<file path="config.mk">
export PLATFORM = sky130hd
export DESIGN_NAME = drum_input_ctrl
export DESIGN_NICKNAME = d
export VERILOG_FILES = /design/src/rtl/drum_pkg.sv /design/src/rtl/pad_debounce.sv /design/src/rtl/drum_input_ctrl.sv
export SDC_FILE = /design/constraint.sdc
export NUM_CORES = 1
export LEC_CHECK = 0
export ABC_CLOCK_PERIOD_IN_PS = 5400
export BUFFER_PORTS_ARGS = -buffer_cell sky130_fd_sc_hd__buf_2
export CELL_PAD_IN_SITES_DETAIL_PLACEMENT = 1
export CELL_PAD_IN_SITES_GLOBAL_PLACEMENT = 1
export CORE_ASPECT_RATIO = 0.9
export CORE_MARGIN = 2
export CORE_UTILIZATION = 42
export DETAILED_ROUTE_END_ITERATION = 10
export MAX_ROUTING_LAYER = met4
export PLACE_DENSITY_LB_ADDON = 0.15
export RECOVER_POWER = 25
export REMOVE_ABC_BUFFERS = 1
export SETUP_SLACK_MARGIN = 0.1
export SYNTH_ARGS = -nofsm -noshare
export SYNTH_HDL_FRONTEND = slang
export SYNTH_SLANG_ARGS = --single-unit
</file>
<file path="constraint.sdc">
create_clock -name clk -period 5.4 [get_ports clk]
set_clock_uncertainty 0.1 [all_clocks]
set_input_delay 0 -clock clk [delete_from_list [all_inputs] [get_ports clk]]
set_output_delay 0 -clock clk [all_outputs]
set_load 0.01 [all_outputs]
</file>
<file path="src/rtl/drum_pkg.sv">
`default_nettype none
// ============================================================================
// Module   : drum_pkg
// Purpose  : Shared definitions for the drum input controller: pad FSM state
//            encoding, default timing constants and a counter-width helper.
// Ports    : none (package)
// Revision : 1.0 - initial release
// ============================================================================
package drum_pkg;

   typedef enum logic [1:0] {
      ST_IDLE       = 2'd0,   // input stable low
      ST_PRESS_DB   = 2'd1,   // input went high, qualifying the press
      ST_HELD       = 2'd2,   // input stable high
      ST_RELEASE_DB = 2'd3    // input went low, qualifying the release
   } pad_state_e;

   localparam int DEBOUNCE_DEFAULT = 250000;    // 10 ms at 25 MHz
   localparam int LOCKOUT_DEFAULT  = 1250000;   // 50 ms at 25 MHz
   localparam int TICKS_DEFAULT    = 25000000;  // 1 s at 25 MHz
   localparam int SECONDS_MAX      = 59;

   // $clog2 of the parameter, but never narrower than one bit so that a
   // parameter value of 1 still yields a legal vector.
   function automatic int cnt_width(input int n);
      return (n > 1) ? $clog2(n) : 1;
   endfunction

endpackage
`default_nettype wire

</file>
<file path="src/rtl/pad_debounce.sv">
`default_nettype none
// ============================================================================
// Module   : pad_debounce
// Purpose  : One raw contact: 2-flop synchronizer, 4-state debounce FSM,
//            single-cycle press strobe and optional re-trigger lockout.
// Ports    : clk      - clock
//            reset    - synchronous active-high reset
//            raw_i    - raw asynchronous contact, active-high
//            press_o  - one-cycle strobe on each accepted (not locked) press
// Revision : 1.0 - initial release
// ============================================================================
module pad_debounce
   import drum_pkg::*;
#(
   parameter int DEBOUNCE_CYCLES = DEBOUNCE_DEFAULT,
   parameter int LOCKOUT_CYCLES  = LOCKOUT_DEFAULT,
   parameter bit LOCKOUT_EN      = 1'b1
) (
   input  logic clk,
   input  logic reset,
   input  logic raw_i,
   output logic press_o
);

   localparam int DB_W = cnt_width(DEBOUNCE_CYCLES);
   localparam int LK_W = cnt_width(LOCKOUT_CYCLES);
   localparam logic [DB_W-1:0] DB_LAST = DB_W'(DEBOUNCE_CYCLES - 1);
   localparam logic [LK_W-1:0] LK_LOAD = LK_W'(LOCKOUT_CYCLES - 1);

   logic            sync1_q, sync2_q;
   pad_state_e      state_q, state_d;
   logic [DB_W-1:0] db_cnt_q, db_cnt_d;
   logic [LK_W-1:0] lock_q, lock_d;
   logic            press_q, press_d;
   logic            accept;

   always_ff @(posedge clk) begin
      if (reset) begin
         sync1_q  <= 1'b0;
         sync2_q  <= 1'b0;
         state_q  <= ST_IDLE;
         db_cnt_q <= '0;
         lock_q   <= '0;
         press_q  <= 1'b0;
      end else begin
         sync1_q  <= raw_i;
         sync2_q  <= sync1_q;
         state_q  <= state_d;
         db_cnt_q <= db_cnt_d;
         lock_q   <= lock_d;
         press_q  <= press_d;
      end
   end

   // The counter holds the number of qualifying cycles already seen minus
   // one, so it only has to reach DEBOUNCE_CYCLES-1.
   always_comb begin
      state_d  = state_q;
      db_cnt_d = db_cnt_q;
      accept   = 1'b0;
      case (state_q)
         ST_IDLE: begin
            if (sync2_q) begin
               state_d  = ST_PRESS_DB;
               db_cnt_d = '0;
            end
         end
         ST_PRESS_DB: begin
            if (!sync2_q) begin
               state_d  = ST_IDLE;
               db_cnt_d = '0;
            end else if (db_cnt_q == DB_LAST) begin
               state_d  = ST_HELD;
               db_cnt_d = '0;
               accept   = 1'b1;
            end else begin
               db_cnt_d = db_cnt_q + 1'b1;
            end
         end
         ST_HELD: begin
            if (!sync2_q) begin
               state_d  = ST_RELEASE_DB;
               db_cnt_d = '0;
            end
         end
         ST_RELEASE_DB: begin
            if (sync2_q) begin
               state_d  = ST_HELD;
               db_cnt_d = '0;
            end else if (db_cnt_q == DB_LAST) begin
               state_d  = ST_IDLE;
               db_cnt_d = '0;
            end else begin
               db_cnt_d = db_cnt_q + 1'b1;
            end
         end
         default: begin
            state_d  = ST_IDLE;
            db_cnt_d = '0;
         end
      endcase
   end

   // A suppressed press still lets the FSM reach HELD; only an emitted
   // strobe reloads the lockout.
   always_comb begin
      press_d = 1'b0;
      lock_d  = '0;
      if (LOCKOUT_EN) begin
         if (accept && (lock_q == '0)) begin
            press_d = 1'b1;
            lock_d  = LK_LOAD;
         end else if (lock_q != '0) begin
            lock_d  = lock_q - 1'b1;
         end
      end else begin
         press_d = accept;
      end
   end

   assign press_o = press_q;

endmodule
`default_nettype wire

</file>
<file path="src/rtl/drum_input_ctrl.sv">
`default_nettype none
// ============================================================================
// Module   : drum_input_ctrl
// Purpose  : Debounced hit strobes for three drum pads plus a run/pause
//            seconds timer (0..59) for the display stage.
// Ports    : clk        - 25 MHz clock
//            reset      - synchronous active-high reset
//            hat_pad, cymbal_pad, tom_pad - raw pad contacts
//            timer_btn  - raw run/pause button
//            timer_clr  - synchronous clear of elapsed seconds
//            hat_hit, cymbal_hit, tom_hit - one-cycle hit strobes
//            seconds_o  - elapsed seconds 0..59
//            running_o  - timer running flag
// Revision : 1.0 - initial release
// ============================================================================
module drum_input_ctrl
   import drum_pkg::*;
#(
   parameter int DEBOUNCE_CYCLES = DEBOUNCE_DEFAULT,
   parameter int LOCKOUT_CYCLES  = LOCKOUT_DEFAULT,
   parameter int TICKS_PER_SEC   = TICKS_DEFAULT
) (
   input  logic       clk,
   input  logic       reset,
   input  logic       hat_pad,
   input  logic       cymbal_pad,
   input  logic       tom_pad,
   input  logic       timer_btn,
   input  logic       timer_clr,
   output logic       hat_hit,
   output logic       cymbal_hit,
   output logic       tom_hit,
   output logic [5:0] seconds_o,
   output logic       running_o
);

   localparam int TK_W = cnt_width(TICKS_PER_SEC);
   localparam logic [TK_W-1:0] TICK_LAST = TK_W'(TICKS_PER_SEC - 1);
   localparam logic [5:0]      SEC_LAST  = 6'(SECONDS_MAX);

   logic btn_press;

   pad_debounce #(.DEBOUNCE_CYCLES(DEBOUNCE_CYCLES), .LOCKOUT_CYCLES(LOCKOUT_CYCLES), .LOCKOUT_EN(1'b1))
      u_hat    (.clk(clk), .reset(reset), .raw_i(hat_pad),    .press_o(hat_hit));
   pad_debounce #(.DEBOUNCE_CYCLES(DEBOUNCE_CYCLES), .LOCKOUT_CYCLES(LOCKOUT_CYCLES), .LOCKOUT_EN(1'b1))
      u_cymbal (.clk(clk), .reset(reset), .raw_i(cymbal_pad), .press_o(cymbal_hit));
   pad_debounce #(.DEBOUNCE_CYCLES(DEBOUNCE_CYCLES), .LOCKOUT_CYCLES(LOCKOUT_CYCLES), .LOCKOUT_EN(1'b1))
      u_tom    (.clk(clk), .reset(reset), .raw_i(tom_pad),    .press_o(tom_hit));
   // The button toggles on every accepted press, so no lockout there.
   pad_debounce #(.DEBOUNCE_CYCLES(DEBOUNCE_CYCLES), .LOCKOUT_CYCLES(LOCKOUT_CYCLES), .LOCKOUT_EN(1'b0))
      u_btn    (.clk(clk), .reset(reset), .raw_i(timer_btn),  .press_o(btn_press));

   logic            running_q, running_d;
   logic [TK_W-1:0] tick_q, tick_d;
   logic [5:0]      sec_q, sec_d;

   always_ff @(posedge clk) begin
      if (reset) begin
         running_q <= 1'b0;
         tick_q    <= '0;
         sec_q     <= '0;
      end else begin
         running_q <= running_d;
         tick_q    <= tick_d;
         sec_q     <= sec_d;
      end
   end

   // Clear wins over counting but is independent of the run/pause toggle.
   always_comb begin
      running_d = running_q ^ btn_press;
      tick_d    = tick_q;
      sec_d     = sec_q;
      if (timer_clr) begin
         tick_d = '0;
         sec_d  = '0;
      end else if (running_q) begin
         if (tick_q == TICK_LAST) begin
            tick_d = '0;
            sec_d  = (sec_q == SEC_LAST) ? 6'd0 : sec_q + 6'd1;
         end else begin
            tick_d = tick_q + 1'b1;
         end
      end
   end

   assign seconds_o = sec_q;
   assign running_o = running_q;

endmodule
`default_nettype wire

</file>
# Word-level counts from Yosys, hierarchy flattened
# Cells that the tools add are included.
[totals] regBits=187 inputBits=7 output_inout_bits=10 wordCells=178
[classes] n_addsub=9 n_eq_ne=34 mux=73 bitwise=6 reduce_logical=27
[op_table] operator="18-bit two-way mux" n=20
[op_table] operator="18-bit one-hot mux with 4 select lines" n=4
[op_table] operator="21-bit two-way mux" n=6
[op_table] operator="18-bit by 1-bit adder with 18-bit output (second input constant)" n=4
[op_table] operator="18-bit equality test (second input constant)" n=4
[op_table] operator="21-bit logical NOT" n=3
[op_table] operator="21-bit nonzero test" n=3
[op_table] operator="21-bit by 1-bit subtractor with 21-bit output (second input constant)" n=3
[op_table] operator="2-bit two-way mux" n=24
[op_table] operator="2-bit one-hot mux with 4 select lines" n=4
[op_table] operator="25-bit by 1-bit adder with 25-bit output (second input constant)" n=1
[op_table] operator="25-bit equality test (second input constant)" n=1
[op_table] operator="25-bit two-way mux" n=1
[op_table] operator="2-bit equality test (second input constant)" n=8
[op_table] operator="4-bit AND reduction" n=4
[op_table] operator="1-bit two-way mux" n=13
[op_table] operator="3-bit by 1-bit != test with 1-bit output (second input constant)" n=4
[op_table] operator="3-bit != test (second input constant)" n=4
[op_table] operator="3-bit OR reduction" n=4
[op_table] operator="2-bit AND reduction" n=5
[op_table] operator="2-bit by 1-bit equality test with 1-bit output (second input constant)" n=4
[op_table] operator="2-bit logical NOT" n=4
[op_table] operator="2-bit by 1-bit != test with 1-bit output (second input constant)" n=4
[op_table] operator="2-bit != test (second input constant)" n=4
[op_table] operator="other kinds (7)" n=13

# Logic depth before layout (Yosys ltp)
[depth] ltp_word=6 mapped_depth=8

# By module
# A second synthesis with hierarchy kept.
[hier_totals] cells_unflattened=1026 hier_area_um2=9022.4
[by_module_without_submodules] mod="pad_debounce at u_cymbal ..." n_inst=2 cells_each=235 area_per_inst_um2=2073.2 seq_area_each_um2=880.8
[by_module_without_submodules] mod="pad_debounce at u_tom" n_inst=1 cells_each=243 area_per_inst_um2=2164.6 seq_area_each_um2=880.8
[by_module_without_submodules] mod="drum_input_ctrl" n_inst=1 cells_each=179 area_per_inst_um2=1561.5 seq_area_each_um2=640.6
[by_module_without_submodules] mod="pad_debounce at u_btn" n_inst=1 cells_each=134 area_per_inst_um2=1149.9 seq_area_each_um2=460.4

# Least setup slack after synthesis
# No wires, ideal clock.
[synth_path] kind="reg2reg" start="reg u_tom.lock_q[15]" end="reg u_tom.lock_q[12]" arrival_ps=2010 required_ps=5170 path_slack_ps=3160 stages_incl_launch_ff=7 synth_period_minus_slack_ps=2240 path_cell_list="dfxtp_1 -> or4_4 -> or3_4 -> or4_4 -> nand2_4 -> buf_6 -> o21ai_1"
[synth_via] elab_chain_cells=3
[synth_rtl] item="start, declared" line_no="pad_debounce.sv:33" text="logic [LK_W-1:0] lock_q, lock_d;"
[synth_rtl] item="start signal, assigned" line_no="pad_debounce.sv:50" text="lock_q <= lock_d;"
[synth_rtl] item="21-bit nonzero test or 21-bit logical NOT (tied branches)" line_no="pad_debounce.sv:113, pad_debounce.sv:110"
[synth_rtl] item="21-bit two-way mux or 1-bit logical AND (tied branches)" line_no="pad_debounce.sv:113, pad_debounce.sv:110"
[synth_rtl] item="21-bit two-way mux *" line_no="pad_debounce.sv:110" text="if (accept && (lock_q == '0)) begin"
# Every way passes the cells marked *; elsewhere a longest branch is shown, timed or not.
# A chain may end at the register's enable or synchronous reset.

# Worst setup path in the final report
[layout_path] start="reg u_hat.db_cnt_q[5]" end="reg u_hat.db_cnt_q[10]"
[layout_via] elab_chain_cells=4
[layout_rtl] item="start, declared" line_no="pad_debounce.sv:32" text="logic [DB_W-1:0] db_cnt_q, db_cnt_d;"
[layout_rtl] item="start signal, assigned" line_no="pad_debounce.sv:49" text="db_cnt_q <= db_cnt_d;"
[layout_rtl] item="18-bit by 1-bit adder with 18-bit output or 18-bit equality test (tied branches)"
[layout_rtl] item="18-bit two-way mux *" line_no="pad_debounce.sv:72, pad_debounce.sv:90"
[layout_rtl] item="18-bit two-way mux, on equally long branches" line_no="pad_debounce.sv:87, pad_debounce.sv:69"
[layout_rtl] item="18-bit one-hot mux with 4 select lines *" line_no="pad_debounce.sv:61" text="case (state_q)"
# Marks and branches as above.

==> results.md <==
| Item | Value | Unit |
| --- | --- | --- |
| CTS H-tree depth | 4 | - |
| Share of Yosys cell area claimed by the top area cell type | 43.34 | % |
| Unrepaired setup endpoints after global routing | false | - |
| Final WL | 19290 | µm |
| Most common cell after layout, fill and taps aside | sky130_fd_sc_hd__dfxtp_1 | - |
| Initial DRT Pass Iterations | 4 | - |
| Total chip power | 0.002998 | W |
| Async set-or-reset flop fraction in the synthesized netlist | 0 | % |
| FILL cells | 2393 | - |
| Remaining antenna violation count after routing | 0 | - |
| Initial core utilization | 43.08 | % |
| Worst Tran Pin Value | 1.154 | ns |
| Source-to-sink clock delay at the later pin of the worst-skew pair | 0.43 | ns |
| Number of failing hold endpoints at the final stage | 0 | - |
| Area contributors post-synth | sky130_fd_sc_hd__dfxtp_1 (43%), sky130_fd_sc_hd__xnor2_1 (6.0%), sky130_fd_sc_hd__nor2_1 (5.3%) | - |
| Largest voltage drop on the vdd net | 163.7 | µV |
| Post-CTS sizing | 0 | - |
| DR DRC count | 0 | - |
| Clock tree root buffer cell | sky130_fd_sc_hd__clkbuf_16 | - |
| Gate count of the mapped netlist | 994 | - |
| Max-slew headroom at the worst pin | 22.60 | % |
| Maximum operating frequency | 313.5 | MHz |
| Worst min-delay path category | in2reg | - |
| Top fanout value on the critical path | 11 | - |
| Number of synthesized flops with an enable pin | 0 | - |
| Maximum number of pins on one net before global-route repair | 41 | - |
| Setup_tns | 0 | ns |
| Post-layout util | 47.48 | % |
| Ports placed on the boundary | 17 | - |
| Total standard cell area after synthesis | 8637 | µm² |
| Clock slew seen by the registers of the worst setup and hold paths | 0.07 | ns |
| Max-capacitance violation count | 0 | - |
| Area enclosed by the die boundary | 21730 | µm² |
| Reg area | 3744 | µm² |
| Share of final-layout standard cells stronger than drive strength 1 | 6.471 | % |
| Area of the placeable core | 20050 | µm² |
| Post-detail-place hpwl | 12880 | µm |
| Total congestion overflow after global routing | 0 | - |
| Global-route wire length before repair | 33710 | µm |
| Syn Area/Cell | 8.689 | µm² |
| Setup CP Type | reg2reg | - |
| Power per cell area | 315.0 | nW/µm² |
| Total number of placement rows | 49 | - |
| Diodes inserted | 0 | - |
| Biggest area consumer among synthesized cells | sky130_fd_sc_hd__dfxtp_1 | - |
| Most instantiated flip-flop cell in the synthesis netlist | sky130_fd_sc_hd__dfxtp_1 | - |
| Global-route usage over all layers | 19.21 | % |
| Antenna violations before repair | 0 | - |
| Sinks on the clock net | 187 | - |
| Count of vias placed by the detailed router | 7087 | - |
| P_leak | 3.526 | nW |
| Drt wl/cell | 15.13 | µm |
| Setup-failing EPs final | 0 | - |
| Layout net count | 1026 | - |
| Critical Path End Type | flop | - |
| Number of DRC markers in iteration 0 | 351 | - |
| Combined area of the multi-input logic cells | 4663 | µm² |
| Unique masters post-synth | 63 | - |
| Time the worst path needs with I/O delays and setup | 3.190 | ns |
| TritonCTS clock tree | yes | - |
| Worst endpoint data arrival time | 3.37 | ns |
| Growth of design area from synthesis to finish | 10.21 | % |
| Width of the chip | 155.2 | µm |
| Number of pins exceeding their max-slew limit in the final report | 0 | - |
| Vias per cell | 5.558 | - |
| Die boundary height | 140.0 | µm |
| Sequential cell area fraction in the yosys report | 43.34 | % |
| Vias in the first global route | 6976 | - |
| Period Utilization, post-route | 59.07 | % |
| Maximum number of buffers from clock root to sink | 2 | - |
| Ys Warns | 0 | - |
| Number of buffers inserted during clock tree synthesis | 17 | - |
| Crit path required time | 5.58 | ns |
| Number of buffers inserted by port buffering | 16 | - |
| Startpoint type of the worst setup path | flop | - |
| Flops & latches, synth | 187 | - |
| Outcome | finished, final reports clean | - |
| Routability-driven placement congestion ratio | 0.7439 | - |
| Commonest non-fill, non-tap cells in the layout | sky130_fd_sc_hd__dfxtp_1 (187), sky130_fd_sc_hd__nor2_1 (122), sky130_fd_sc_hd__nand2_1 (76), sky130_fd_sc_hd__nand3_1 (63), sky130_fd_sc_hd__xnor2_1 (59) | - |
[worst max-delay path: stages, from the launching register on]
cell and delay, ns:
sky130_fd_sc_hd__dfxtp_1 0.36, sky130_fd_sc_hd__or4b_2 0.68, sky130_fd_sc_hd__nor4_1 0.74, sky130_fd_sc_hd__a211oi_2 0.35, sky130_fd_sc_hd__nor2_1 0.70, sky130_fd_sc_hd__nor2_1 0.12
[worst paths after layout]
path	start	endpoint	slack (ns)	cells past startpoint
worst max-delay path	u_hat.db_cnt_q[5]	u_hat.db_cnt_q[10]	2.21	5
worst min-delay path	reset	u_cymbal.db_cnt_q[0]	0.04	3
worst max register to register	u_hat.db_cnt_q[5]	u_hat.db_cnt_q[10]	2.21	5
worst min register to register	u_hat.sync1_q	u_hat.sync2_q	0.35	1
[registers in the layout, indices dropped and copies added (netlist names), 18 cells and up, named ones only]
signal             cells
u_tom.db_cnt_q        18
u_cymbal.lock_q       21
u_btn.db_cnt_q        18
u_hat.db_cnt_q        18
u_hat.lock_q          21
u_cymbal.db_cnt_q     18
u_tom.lock_q          21
tick_q                25
[cell usage after synthesis, types with 3 or more instances]
library cell	count
sky130_fd_sc_hd__a31oi_1	24
sky130_fd_sc_hd__nor3b_1	7
sky130_fd_sc_hd__or4b_2	7
sky130_fd_sc_hd__o21ai_0	37
sky130_fd_sc_hd__o211ai_1	4
sky130_fd_sc_hd__nor4b_1	3
sky130_fd_sc_hd__a21oi_1	31
sky130_fd_sc_hd__nand2b_1	12
sky130_fd_sc_hd__buf_2	9
sky130_fd_sc_hd__or2_2	4
sky130_fd_sc_hd__nand4_1	29
sky130_fd_sc_hd__nand3_1	63
sky130_fd_sc_hd__nor3_1	34
sky130_fd_sc_hd__o21ai_1	11
sky130_fd_sc_hd__xor2_1	50
sky130_fd_sc_hd__mux2i_1	12
sky130_fd_sc_hd__ha_1	11
sky130_fd_sc_hd__dfxtp_1	187
sky130_fd_sc_hd__nor4_1	25
sky130_fd_sc_hd__or3_1	10
sky130_fd_sc_hd__clkbuf_1	19
sky130_fd_sc_hd__a211oi_1	5
sky130_fd_sc_hd__nor2_1	122
sky130_fd_sc_hd__o31ai_1	5
sky130_fd_sc_hd__nor2b_1	12
sky130_fd_sc_hd__inv_1	18
sky130_fd_sc_hd__xnor2_1	59
sky130_fd_sc_hd__and2_1	6
sky130_fd_sc_hd__nand3b_1	7
sky130_fd_sc_hd__and3_1	25
sky130_fd_sc_hd__and4_1	6
sky130_fd_sc_hd__nand2_1	76
sky130_fd_sc_hd__a22oi_1	4
sky130_fd_sc_hd__nor4_2	4
sky130_fd_sc_hd__or4_1	10
sky130_fd_sc_hd__a22o_1	14
[area by class of cell]
type / count / share of cell area (%)
well taps: 255 / 3.352
repair buffers: 28 / 1.748
inverters: 18 / 0.7098
multi-input cells: 756 / 48.99
clock inverters: 12 / 1.222
flip-flops and latches: 187 / 39.33
clock buffers: 19 / 4.653
[through the flow]
step | cells | setup slack, ns | area (µm²) | hold slack, ns
3_5_place_dp | 1239 | 2.629 | 8952 | 0.1174
2_1_floorplan | 961 | 2.567 | 8486 | -0.03093
3_3_place_gp | 1239 | 2.686 | 8952 | 0.1079
4_1_cts | 1275 | 2.592 | 9562 | 0.02720
5_1_grt | 1275 | 2.025 | 9519 | 0.04515
6_report | 1275 | 2.210 | 9519 | 0.03684
[cells by family (layout without fill, tap and decap cells)]
kind of cell    count (synthesis)  count (layout)  share of synthesized area [%]
simple gates                  474             474                          29.18
flops                         187             187                          43.34
compound gates                150             150                          10.91
xor+xnor                      109             109                          11.05
buf+inv                        51              77                          2.535
mux                            12              12                          1.391
fa+ha+maj                      11              11                          1.593
[metal layers]
| layer | GRT usage, % | vias up | routed length, µm | share of wire [%] |
|---|---|---|---|---|
| li1 | - | 3582 | - | - |
| met5 | - | - | 0 | 0 |
| met1 | 25.91 | 3449 | 10030 | 52 |
| met2 | 29.71 | 43 | 8680 | 45 |
| met3 | 3.744 | 13 | 406 | 2.1 |
| met4 | 4.825 | 0 | 166 | 0.86 |
[what timing repair did]
action,4_1_cts,5_1_grt
hold endpoints to repair,10,0
hold buffers,5,0
buffers inserted,0,0
[power breakdown]
| part | internal, W | switching [W] | leakage [nW] |
|---|---|---|---|
| Clock | 0.000651 | 0.000557 | 0.264 |
| Sequential | 0.00143 | 0.0000484 | 1.51 |
| Combinational | 0.000132 | 0.000183 | 1.75 |
No activity file was read; power rests on OpenSTA's default activity.
